$ cat src/rtl/alu_cofactor_pair.sv
// alu_cofactor_pair: pairs orig/dup amplitudes, emits r1=p1+p2 then r2=p1-p2; r1 two cycles after orig accept.
// Results buffered against out_ready stalls; in_ready low in S_OUT0, follows out_ready in S_OUT1. COFACTOR_SAT_EN selects saturation.
module alu_cofactor_pair #(
  parameter int complex_bit = 24,
  parameter int num_qubit   = 3,
  parameter int tq_w        = (num_qubit > 1) ? $clog2(num_qubit) : 1
) (
  input  logic                     clk,
  input  logic                     rst,
  input  logic [tq_w-1:0]          toggle_qubit,
  input  logic                     in_valid,
  output logic                     in_ready,
  input  logic [num_qubit-1:0]     in_location,
  input  logic [7:0]               in_alpha,
  input  logic [2*complex_bit-1:0] in_amplitude,
  output logic                     out_valid,
  input  logic                     out_ready,
  output logic [num_qubit-1:0]     out_location,
  output logic [2*complex_bit-1:0] out_amplitude,
  output logic                     out_first,
  output logic                     pair_error,
  output logic                     overflow,
  output logic [15:0]              pair_count
);

  localparam int CB = complex_bit;
  localparam int W1 = CB + 1;
  localparam int W2 = CB + 2;

  typedef enum logic [1:0] {S_ORIG, S_DUP, S_OUT0, S_OUT1} state_t;
  state_t state, state_nx;

  function automatic logic fits(input logic signed [W2-1:0] v);
    fits = (v[W2-1:CB-1] == '0) || (v[W2-1:CB-1] == '1);
  endfunction

  function automatic logic signed [CB-1:0] reduce(input logic signed [W2-1:0] v);
`ifdef COFACTOR_SAT_EN
    if (!fits(v))
      reduce = v[W2-1] ? {1'b1, {(CB-1){1'b0}}} : {1'b0, {(CB-1){1'b1}}};
    else
      reduce = v[CB-1:0];
`else
    reduce = v[CB-1:0];
`endif
  endfunction

  logic [num_qubit-1:0] loc1, loc2, pair_mask;
  logic signed [CB-1:0] p1_re, p1_im, r2_re, r2_im;
  logic signed [CB-1:0] a_re, a_im, p_re, p_im;
  logic signed [W1-1:0] re_x, im_x, pr_f, pi_f;
  logic signed [W2-1:0] s_re, s_im, d_re, d_im;
  logic                 p_ovf, sum_ovf, pair_ok, in_fire;
  logic                 unused_alpha;

  assign unused_alpha = ^in_alpha[7:3];
  assign pair_mask    = num_qubit'(1) << toggle_qubit;
  assign pair_ok      = (in_location == (loc1 ^ pair_mask));
  assign in_fire      = in_valid & in_ready;
  assign out_first    = (state == S_OUT0);

  // Product i^k * a, negations carried one bit wider so -min is exact before reduction
  always_comb begin
    a_re = in_amplitude[2*CB-1:CB];
    a_im = in_amplitude[CB-1:0];
    re_x = {a_re[CB-1], a_re};
    im_x = {a_im[CB-1], a_im};
    pr_f = re_x;
    pi_f = im_x;
    case (in_alpha[1:0])
      2'd1:    begin pr_f = -im_x; pi_f = re_x;  end
      2'd2:    begin pr_f = -re_x; pi_f = -im_x; end
      2'd3:    begin pr_f = im_x;  pi_f = -re_x; end
      default: begin pr_f = re_x;  pi_f = im_x;  end
    endcase
    if (in_alpha[2]) begin
      pr_f = '0;
      pi_f = '0;
    end
    p_ovf = !fits({pr_f[W1-1], pr_f}) || !fits({pi_f[W1-1], pi_f});
    p_re  = reduce({pr_f[W1-1], pr_f});
    p_im  = reduce({pi_f[W1-1], pi_f});
  end

  always_comb begin
    s_re = {{2{p1_re[CB-1]}}, p1_re} + {{2{p_re[CB-1]}}, p_re};
    s_im = {{2{p1_im[CB-1]}}, p1_im} + {{2{p_im[CB-1]}}, p_im};
    d_re = {{2{p1_re[CB-1]}}, p1_re} - {{2{p_re[CB-1]}}, p_re};
    d_im = {{2{p1_im[CB-1]}}, p1_im} - {{2{p_im[CB-1]}}, p_im};
    sum_ovf = !fits(s_re) || !fits(s_im) || !fits(d_re) || !fits(d_im);
  end

  always_comb begin
    state_nx  = state;
    in_ready  = 1'b0;
    out_valid = 1'b0;
    case (state)
      S_ORIG: begin
        in_ready = 1'b1;
        if (in_valid) state_nx = S_DUP;
      end
      S_DUP: begin
        in_ready = 1'b1;
        if (in_valid) state_nx = pair_ok ? S_OUT0 : S_ORIG;
      end
      S_OUT0: begin
        out_valid = 1'b1;
        if (out_ready) state_nx = S_OUT1;
      end
      S_OUT1: begin
        out_valid = 1'b1;
        in_ready  = out_ready;
        if (out_ready) state_nx = in_valid ? S_DUP : S_ORIG;
      end
      default: state_nx = S_ORIG;
    endcase
  end

  always_ff @(posedge clk) begin
    if (rst) begin
      state         <= S_ORIG;
      loc1          <= '0;
      loc2          <= '0;
      p1_re         <= '0;
      p1_im         <= '0;
      r2_re         <= '0;
      r2_im         <= '0;
      out_location  <= '0;
      out_amplitude <= '0;
      pair_error    <= 1'b0;
      overflow      <= 1'b0;
      pair_count    <= '0;
    end else begin
      state <= state_nx;
      // S_OUT1 accepts count as originals since they overlap the r2 handshake
      if (in_fire && (state == S_ORIG || state == S_OUT1)) begin
        loc1  <= in_location;
        p1_re <= p_re;
        p1_im <= p_im;
        if (p_ovf) overflow <= 1'b1;
      end
      if (in_fire && state == S_DUP) begin
        if (p_ovf) overflow <= 1'b1;
        if (!pair_ok) begin
          pair_error <= 1'b1;
        end else begin
          if (sum_ovf) overflow <= 1'b1;
          out_location  <= loc1;
          out_amplitude <= {reduce(s_re), reduce(s_im)};
          loc2          <= in_location;
          r2_re         <= reduce(d_re);
          r2_im         <= reduce(d_im);
        end
      end
      if (state == S_OUT0 && out_ready) begin
        out_location  <= loc2;
        out_amplitude <= {r2_re, r2_im};
      end
      if (state == S_OUT1 && out_ready) pair_count <= pair_count + 16'd1;
    end
  end

endmodule

$ cat config.mk
export PLATFORM = sky130hd
export DESIGN_NAME = alu_cofactor_pair
export DESIGN_NICKNAME = d
export VERILOG_FILES = /design/src/rtl/alu_cofactor_pair.sv
export SDC_FILE = /design/constraint.sdc
export NUM_CORES = 1
export LEC_CHECK = 0
export BUFFER_PORTS_ARGS = -buffer_cell sky130_fd_sc_hd__buf_2
export CAP_MARGIN = 30
export CORE_MARGIN = 2
export CORE_UTILIZATION = 51
export DETAILED_ROUTE_END_ITERATION = 8
export PLACE_DENSITY = 0.79
export SLEW_MARGIN = 20
export SYNTH_ARGS = -nofsm -noshare
export SYNTH_HDL_FRONTEND = slang
export SYNTH_SLANG_ARGS = --single-unit
$ cat constraint.sdc
create_clock -name clk -period 5.75 [get_ports clk]
set_input_delay 0.575 -clock clk [delete_from_list [all_inputs] [get_ports clk]]
set_output_delay 0.575 -clock clk [all_outputs]
set_load 0.005 [all_outputs]
==> impl_metrics.py, run 1 <==
metrics = {
    "route": {
        "dr.pass1.iters": 5,
        "totalWireLength_um": 38900,
        "vias": 13723,
        "avgRoutedWirePerCell_um": 16.9,
        "routed_via_density": 5.97,
        "ant_nets": 0,
        "drc_errors": 0,
        "drt-initial-drc-count": 1307,
    },
    "clocking": {
        "cts_root_buf": "clkbuf_16",
        "cts_tree": "yes",
        "cts-hold-fix-buffers": 0,
        "cts_resized": 0,
        "clock_latency_ps": 440,
        "cts_buffers": 17,
        "cts.sinks": 173,
        "ctsHtreeMaxLevel": 4,
        "cts_buffer_depth": 2,
        "cts_setup_buffers": 0,
        "clk_pin_slew_ps": 70,
    },
    "power": {
        "pwr_density_cell_nw_per_um2": 223,
        "p_leak_nw": 6.37,
        "vdd.ir_drop.worst_mv": 0.196,
    },
    "hold_path": {
        "worstHoldStart": "in_location[0]",
        "worstHoldPathCells": 3,
        "min_path_type": "input pin to flop",
    },
    "run": {
        "max-cap-violations": 0,
    },
    "final_layout": {
        "final_util": 0.576,
        "num_antenna_cells": 0,
        "num-fill-cells": 2438,
        "fin_cells": 2299,
        "multi_input_area_um2": 9560,
        "syn_to_final_growth_pct": 11.2,
        "regArea_um2": 3460,
        "drive_gt1_frac": 0.132,
        "final_nets": 2117,
    },
    "setup_path": {
        "path_max_fanout": 9,
        "critPathCaptureType": "flop",
        "crit_type": "input pin to flop",
        "required_ps": 6100,
        "reg2reg_from": "p1_im[0]",
        "critPathLaunchType": "input pin",
        "reg2reg_depth": 14,
        "startpoint": "in_amplitude[2]",
        "worstPathArrival_ps": 5440,
    },
    "place": {
        "numPortBuffers": 131,
        "dp.cells": 2266,
        "hpwl_um": 28900,
        "gp_congestion": 0.945,
    },
    "floorplan": {
        "io_pins": 137,
        "die_h_um": 169,
        "floorplan.rows": 60,
        "start_util": 0.518,
        "core_area_um2": 26800,
        "die_w_um": 169,
        "dieArea_um2": 28500,
    },
    "synthesis": {
        "synthesis.nets": 2054,
        "ys.flop_type": "dfxtp_1",
        "synth.distinct_cells": 73,
        "postSynthAreaPerCell_um2": 7.37,
        "async_flop_share": 0,
        "synthTopCellsByCount": "nand2_1, a21oi_1, nor2_1",
        "ys_ff_latch": 173,
        "yosysSeqAreaShare": 0.250,
        "synth.most_common_cell": "nand2_1",
        "syn-instance-count": 1882,
        "yosysTopAreaCell": "dfxtp_1",
        "synth_top_area_frac": 0.250,
        "ys_warn_count": 0,
        "synth_top_cells_by_area": "dfxtp_1, ha_1, a21oi_1",
        "synth_edf_count": 0,
        "netlist_area_um2": 13900,
    },
    "sta": {
        "slew_headroom": 0.402,
        "setup-tns-final_ps": 0,
        "max_clock_freq_mhz": 196,
        "finalMaxSlewViolations": 0,
        "fin_crit_sh": 0.886,
        "worstMarginPinSlew_ps": 898,
        "skew_ps": 14.5,
        "rsz0062_at_grt": "no",
        "period_needed_ps": 5090,
        "setup_viol": 0,
        "finalHoldViolations": 0,
    },
    "status": {
        "status": "completed",
    },
    "global_routing": {
        "grt_overflow": 0,
        "grt_pass1_wl_um": 63300,
        "grt_use_total": 0.270,
        "grt_max_degree": 99,
        "antenna_found_initial": 1,
        "grt_pass1_vias": 12592,
    },
}
cell families (layout without fill, tap and decap cells):
group / count (synthesis) / count (layout) / share of synthesized area
buf+inv: 233 / 309 / 0.0632
compound gates: 516 / 516 / 0.235
xor+xnor: 111 / 111 / 0.0701
simple gates: 700 / 700 / 0.230
mux: 42 / 42 / 0.0542
flops: 173 / 173 / 0.250
fa+ha+maj: 107 / 107 / 0.0986
power by group:
part / internal [mW] / switching, mW / leakage [nW]
clock: 0.651 / 0.526 / 0.286
sequential: 1.23 / 0.0288 / 1.40
combinational: 0.393 / 0.604 / 4.69
worst max-delay path, stage by stage:
cell,delay [ps]
buf_2,140
nor4_1,400
nand2_1,300
or2_2,400
nor2_1,120
xnor2_1,90
mux4_2,500
and2_1,220
ha_1,240
or3b_2,490
a311oi_1,390
a211oi_1,120
o211ai_1,160
a31oi_1,200
or4_1,530
o211ai_1,200
nor3_1,80
a211oi_1,260
registers in the layout (all words and copies together), names as in the netlist, 3 cells and up, named ones only:
name	flops
loc1	3
r2_im	24
out_amplitude	48
pair_count	16
loc2	3
p1_re	24
r2_re	24
p1_im	24
out_location	3
per-layer routing:
metal / vias to the layer above / GRT usage / routed length, um
met5: - / 0 / 0
met4: 0 / 0.0645 / 593
met3: 42 / 0.0360 / 2380
met2: 432 / 0.448 / 17900
met1: 6539 / 0.372 / 18100
li1: 6710 / - / -
layout by cell type, fill, tap and decap left out, types with 31 or more instances in the layout:
master    instances
dfxtp_1         173
inv_1           102
nor2_1          209
nand2_1         255
xor2_1           35
nand2b_1         31
nor3_1           47
a22oi_1          37
a21oi_1         221
ha_1            103
buf_2           130
xnor2_1          76
buf_4            42
o21ai_0          67
worst paths after layout:
check / slack (ps) / endpoint
max: 660 / overflow
min: 410 / loc2[0]
max reg2reg: 2350 / out_amplitude[22]
min reg2reg: 450 / pair_error
area by class of cell:
type	count	share of cell area
clock buffers	18	0.0278
clock inverters	14	0.0104
inverters	103	0.0250
multi-input cells	1476	0.619
flip-flops and latches	173	0.224
well taps	341	0.0276
repair buffers	174	0.0657
through the flow:
step	setup slack, ps	total power [mW]	hold WS, ps	area [um^2]
after floorplan	928	2.01	432	13900
after global routing	57.2	3.61	412	15400
after detailed placement	300	2.27	437	14800
final	655	3.44	409	15400
after global placement	441	2.24	432	14800
after CTS	744	3.44	394	15400
Power figures use the tool's default switching activity.
==> run 2, diff against run 1 <==
- CELL_PAD_IN_SITES_DETAIL_PLACEMENT: default -> 1
- CELL_PAD_IN_SITES_GLOBAL_PLACEMENT: default -> 2
- CORE_UTILIZATION: 51 -> 35
- PLACE_DENSITY: 0.79 -> 0.9
- SETUP_SLACK_MARGIN: default -> 0.3
==> impl_metrics.py, run 2 (synthesis gave the netlist of run 1 again) <==
metrics = {
    "final_layout": {
        "layout_commonest_cell": "nand2_1",
        "regArea_um2": 3460,
        "num_antenna_cells": 0,
        "num-fill-cells": 4898,
        "drive_gt1_frac": 0.139,
        "top_register": "out_amplitude",
        "largest_register_ffs": 48,
        "multi_input_area_um2": 9570,
        "final_nets": 2128,
        "final_util": 0.403,
        "layout_common_cells": "nand2_1, a21oi_1, nor2_1",
        "syn_to_final_growth_pct": 13.1,
    },
    "setup_path": {
        "critPathTopFamily": "simple AND/OR/NAND/NOR gates",
        "reg2reg_depth": 15,
        "critPathLaunchType": "input pin",
        "path_max_fanout": 7,
        "cp_slowest_cell": "or4_1",
        "cp_num_cells": 18,
        "critPathCaptureType": "flop",
        "worstPathArrival_ps": 5510,
        "critical-path-max-stage-delay_ps": 540,
        "crit_type": "input pin to flop",
        "worst-path-buf-inv": 1,
        "path_cells": "buf_2 > nor4_1 > nand2_1 > or2_2 > nor2_1 > xnor2_1 > mux4_2 > and2_1 > ha_1 > or3b_2 > a311oi_1 > a211oi_1 > o211ai_1 > a31oi_1 > or4_1 > o211ai_1 > nor3_1 > a211oi_1",
        "required_ps": 6120,
    },
    "sta": {
        "rsz0062_at_grt": "no",
        "setup-tns-final_ps": 0,
        "finalMaxSlewViolations": 0,
        "period_needed_ps": 5140,
        "skew_ps": 13.0,
        "slew_headroom": 0.344,
        "setup_viol": 0,
        "worstMarginPinSlew_ps": 984,
        "max_clock_freq_mhz": 195,
        "holdWs_ps": 386,
        "finalHoldViolations": 0,
        "fin_crit_sh": 0.894,
    },
    "clocking": {
        "clk_pin_slew_ps": 70,
        "cts_setup_buffers": 0,
        "cts-hold-fix-buffers": 0,
        "cts_resized": 0,
        "cts_buffers": 17,
        "cts_buffer_depth": 2,
        "cts_tree": "yes",
        "clock_latency_ps": 460,
        "cts.sinks": 173,
        "ctsHtreeMaxLevel": 4,
        "cts_root_buf": "clkbuf_16",
    },
    "route": {
        "routed_via_density": 5.53,
        "vias": 13762,
        "drt-initial-drc-count": 744,
        "ant_nets": 0,
        "drc_errors": 0,
        "dr.pass1.iters": 5,
        "totalWireLength_um": 46200,
        "avgRoutedWirePerCell_um": 18.6,
    },
    "floorplan": {
        "core_area_um2": 38900,
        "floorplan.rows": 72,
        "die_h_um": 203,
        "io_pins": 137,
        "dieArea_um2": 41300,
        "die_w_um": 203,
        "start_util": 0.357,
    },
    "hold_path": {
        "worstHoldPathCells": 3,
        "min_path_type": "input pin to flop",
    },
    "place": {
        "hpwl_um": 35400,
        "numPortBuffers": 131,
        "gp_congestion": 0.875,
    },
    "run": {
        "max-cap-violations": 0,
    },
    "power": {
        "vdd.ir_drop.worst_mv": 0.143,
        "pwr_density_cell_nw_per_um2": 219,
        "p_leak_nw": 6.41,
    },
    "global_routing": {
        "grt_use_total": 0.226,
        "antenna_found_initial": 1,
        "grt_pass1_vias": 13927,
        "grt_pass1_wl_um": 74900,
        "grt_overflow": 0,
        "grt_max_degree": 118,
    },
    "status": {
        "status": "completed",
    },
}
[run 2: cell types whose count changed in the layout (fill, tap and decap cells not counted), moves of 2 or more]
cell	delta
buf_4	+11
inv_6	+4
clkinv_4	-2
bufinv_16	-2
[run 2: path summary, 6_finish.rpt]
check,start,endpoint,slack [ps]
worst max-delay path,in_amplitude[2],overflow,610
worst max register to register,p1_re[0],overflow,2200
worst min-delay path,in_location[0],loc2[0],390
worst min register to register,pair_error,pair_error,450
[run 2: per-stage QoR]
| stage | setup WS, ps | instance area, um^2 | cells | power [mW] |
|---|---|---|---|---|
| 2_1_floorplan | 928 | 13900 | 1882 | 2.01 |
| 3_3_place_gp | 288 | 15100 | 2455 | 2.29 |
| 3_5_place_dp | 160 | 15100 | 2455 | 2.32 |
| 4_1_cts | 629 | 15700 | 2487 | 3.47 |
| 5_1_grt | 317 | 15700 | 2487 | 3.65 |
| 6_report | 612 | 15700 | 2487 | 3.44 |
[run 2: final cells by class]
cell class,count,area share
Tap cell,518,0.0413
Clock buffer,17,0.0271
Timing Repair Buffer,185,0.0688
Multi-Input combinational cell,1476,0.610
Clock inverter,15,0.00805
Inverter,103,0.0246
Sequential cell,173,0.221
[run 2: report_power, final]
part	leakage (nW)	internal [mW]	switching [mW]	total, mW
sequential	1.40	1.23	0.0291	1.26
combinational	4.74	0.403	0.635	1.04
clock	0.276	0.570	0.571	1.14
total	6.41	2.21	1.24	3.44
[run 2: worst min-delay path: cells and delay by family]
kind            cells  cell delay [ps]
simple gates        1               50
compound gates      1               50
buf+inv             1              120
[run 2: layer usage]
layer | global-route usage | wire (um)
met1 | 0.299 | 22000
met2 | 0.387 | 21900
met3 | 0.0308 | 1530
met4 | 0.0576 | 757
met5 | 0 | 0
==> run 3, diff against run 2 <==
- CORE_UTILIZATION: 35 -> 33
- PLACE_DENSITY: 0.9 -> 0.86
==> impl_metrics.py, run 3 (synthesis gave the netlist of run 1 again) <==
metrics = {
    "route": {
        "routed_via_density": 5.46,
        "drt-initial-drc-count": 675,
        "avgRoutedWirePerCell_um": 18.4,
        "ant_nets": 0,
        "totalWireLength_um": 46300,
        "dr.pass1.iters": 4,
        "vias": 13719,
        "drc_errors": 0,
    },
    "setup_path": {
        "required_ps": 6130,
        "crit_type": "input pin to flop",
        "reg2reg_depth": 15,
        "worstPathArrival_ps": 5480,
        "path_max_fanout": 7,
        "path_cells": "buf_2 > or4_1 > nor2_1 > nand2_1 > nor2_1 > xnor2_1 > mux4_2 > and2_1 > ha_1 > or3b_2 > a311oi_1 > a211oi_1 > o211ai_1 > a31oi_1 > or4_1 > o211ai_1 > nor3_1 > a211oi_1",
        "critPathCaptureType": "flop",
        "critPathLaunchType": "input pin",
        "cp_slowest_cell": "or4_1",
        "critical-path-max-stage-delay_ps": 680,
    },
    "clocking": {
        "cts_buffers": 17,
        "cts_buffer_depth": 2,
        "clk_pin_slew_ps": 70,
        "cts_tree": "yes",
        "cts.sinks": 173,
        "ctsHtreeMaxLevel": 4,
        "clock_latency_ps": 460,
        "cts_setup_buffers": 0,
        "cts_root_buf": "clkbuf_16",
    },
    "sta": {
        "period_needed_ps": 5090,
        "setup_ws_ps": 655,
        "slew_headroom": 0.428,
        "rsz0062_at_grt": "yes",
        "holdWs_ps": 381,
        "worstMarginPinSlew_ps": 855,
        "setup-tns-final_ps": 0,
        "max_clock_freq_mhz": 196,
        "skew_ps": 9.70,
        "fin_crit_sh": 0.886,
        "setup_viol": 0,
        "finalMaxSlewViolations": 0,
        "finalHoldViolations": 0,
    },
    "power": {
        "pwr_density_cell_nw_per_um2": 220,
        "vdd.ir_drop.worst_mv": 0.229,
        "p_leak_nw": 6.44,
    },
    "final_layout": {
        "final_nets": 2130,
        "top_register": "out_amplitude",
        "drive_gt1_frac": 0.140,
        "syn_to_final_growth_pct": 13.8,
        "num-fill-cells": 5184,
        "largest_register_ffs": 48,
        "layout_common_cells": "nand2_1, a21oi_1, nor2_1",
        "fin_area_um2": 15800,
        "layout_commonest_cell": "nand2_1",
        "fin_cells": 2511,
    },
    "status": {
        "status": "completed",
    },
    "global_routing": {
        "grt_use_total": 0.215,
        "antenna_found_initial": 1,
        "grt_pass1_vias": 14214,
        "grt_max_degree": 126,
        "grt_pass1_wl_um": 75700,
        "grt_overflow": 0,
    },
    "place": {
        "place_area_um2": 15200,
        "numPortBuffers": 131,
        "dp.cells": 2477,
        "gp_congestion": 0.889,
        "hpwl_um": 35600,
        "dp_slack_ps": 60.0,
    },
    "floorplan": {
        "die_w_um": 209,
        "floorplan.rows": 75,
        "dieArea_um2": 43700,
        "start_util": 0.332,
        "die_h_um": 209,
        "core_area_um2": 41800,
        "io_pins": 137,
    },
    "hold_path": {
        "min_path_type": "input pin to flop",
        "worstHoldPathCells": 3,
    },
    "run": {
        "max-cap-violations": 0,
    },
}
-- run 3: through the flow --
stage / power, mW / utilization
after floorplan: 2.01 / -
after global placement: 2.30 / 0.363
after detailed placement: 2.33 / 0.363
after CTS: 3.52 / 0.377
after global routing: 3.69 / 0.378
final: 3.48 / 0.378
-- run 3: report_power, final --
part	internal [mW]	switching, mW
Combinational	0.403	0.637
Sequential	1.23	0.0288
Clock	0.612	0.566
Total	2.25	1.23
-- run 3: routing by layer --
metal / up-vias / track usage / wire, um
li1: 6742 / - / -
met1: 6709 / 0.277 / 21700
met2: 210 / 0.363 / 21800
met3: 58 / 0.0326 / 1430
met4: 0 / 0.0761 / 1280
met5: - / 0 / 0
-- run 3: path summary, 6_finish.rpt --
| path | start | end | slack [ps] |
|---|---|---|---|
| setup / recovery | in_amplitude[26] | overflow | 660 |
| hold / removal | in_location[0] | loc2[0] | 380 |
| setup reg to reg | p1_re[0] | overflow | 2180 |
| hold reg to reg | r2_re[5] | r2_re[5] | 450 |
-- run 3: timing repair --
item                       4_1_cts  5_1_grt
hold buffers                     0        0
gates resized for setup          0        7
setup endpoints to repair        0        9
-- run 3: critical path, delay by kind of cell --
family	cells	cell delay [ps]
compound gates	6	1300
xor+xnor	1	110
fa+ha+maj	1	230
buf+inv	1	140
mux	1	530
simple gates	8	2580
-- run 3: cell type report --
class	instances	area, um^2	share of cell area
Multi-Input combinational cell	1476	9580	0.607
Sequential cell	173	3460	0.219
Timing Repair Buffer	187	1100	0.0698
Tap cell	539	674	0.0427
Clock buffer	17	425	0.0269
Inverter	103	387	0.0245
Clock inverter	15	153	0.00967
Antenna cell	1	2.50	0.000158
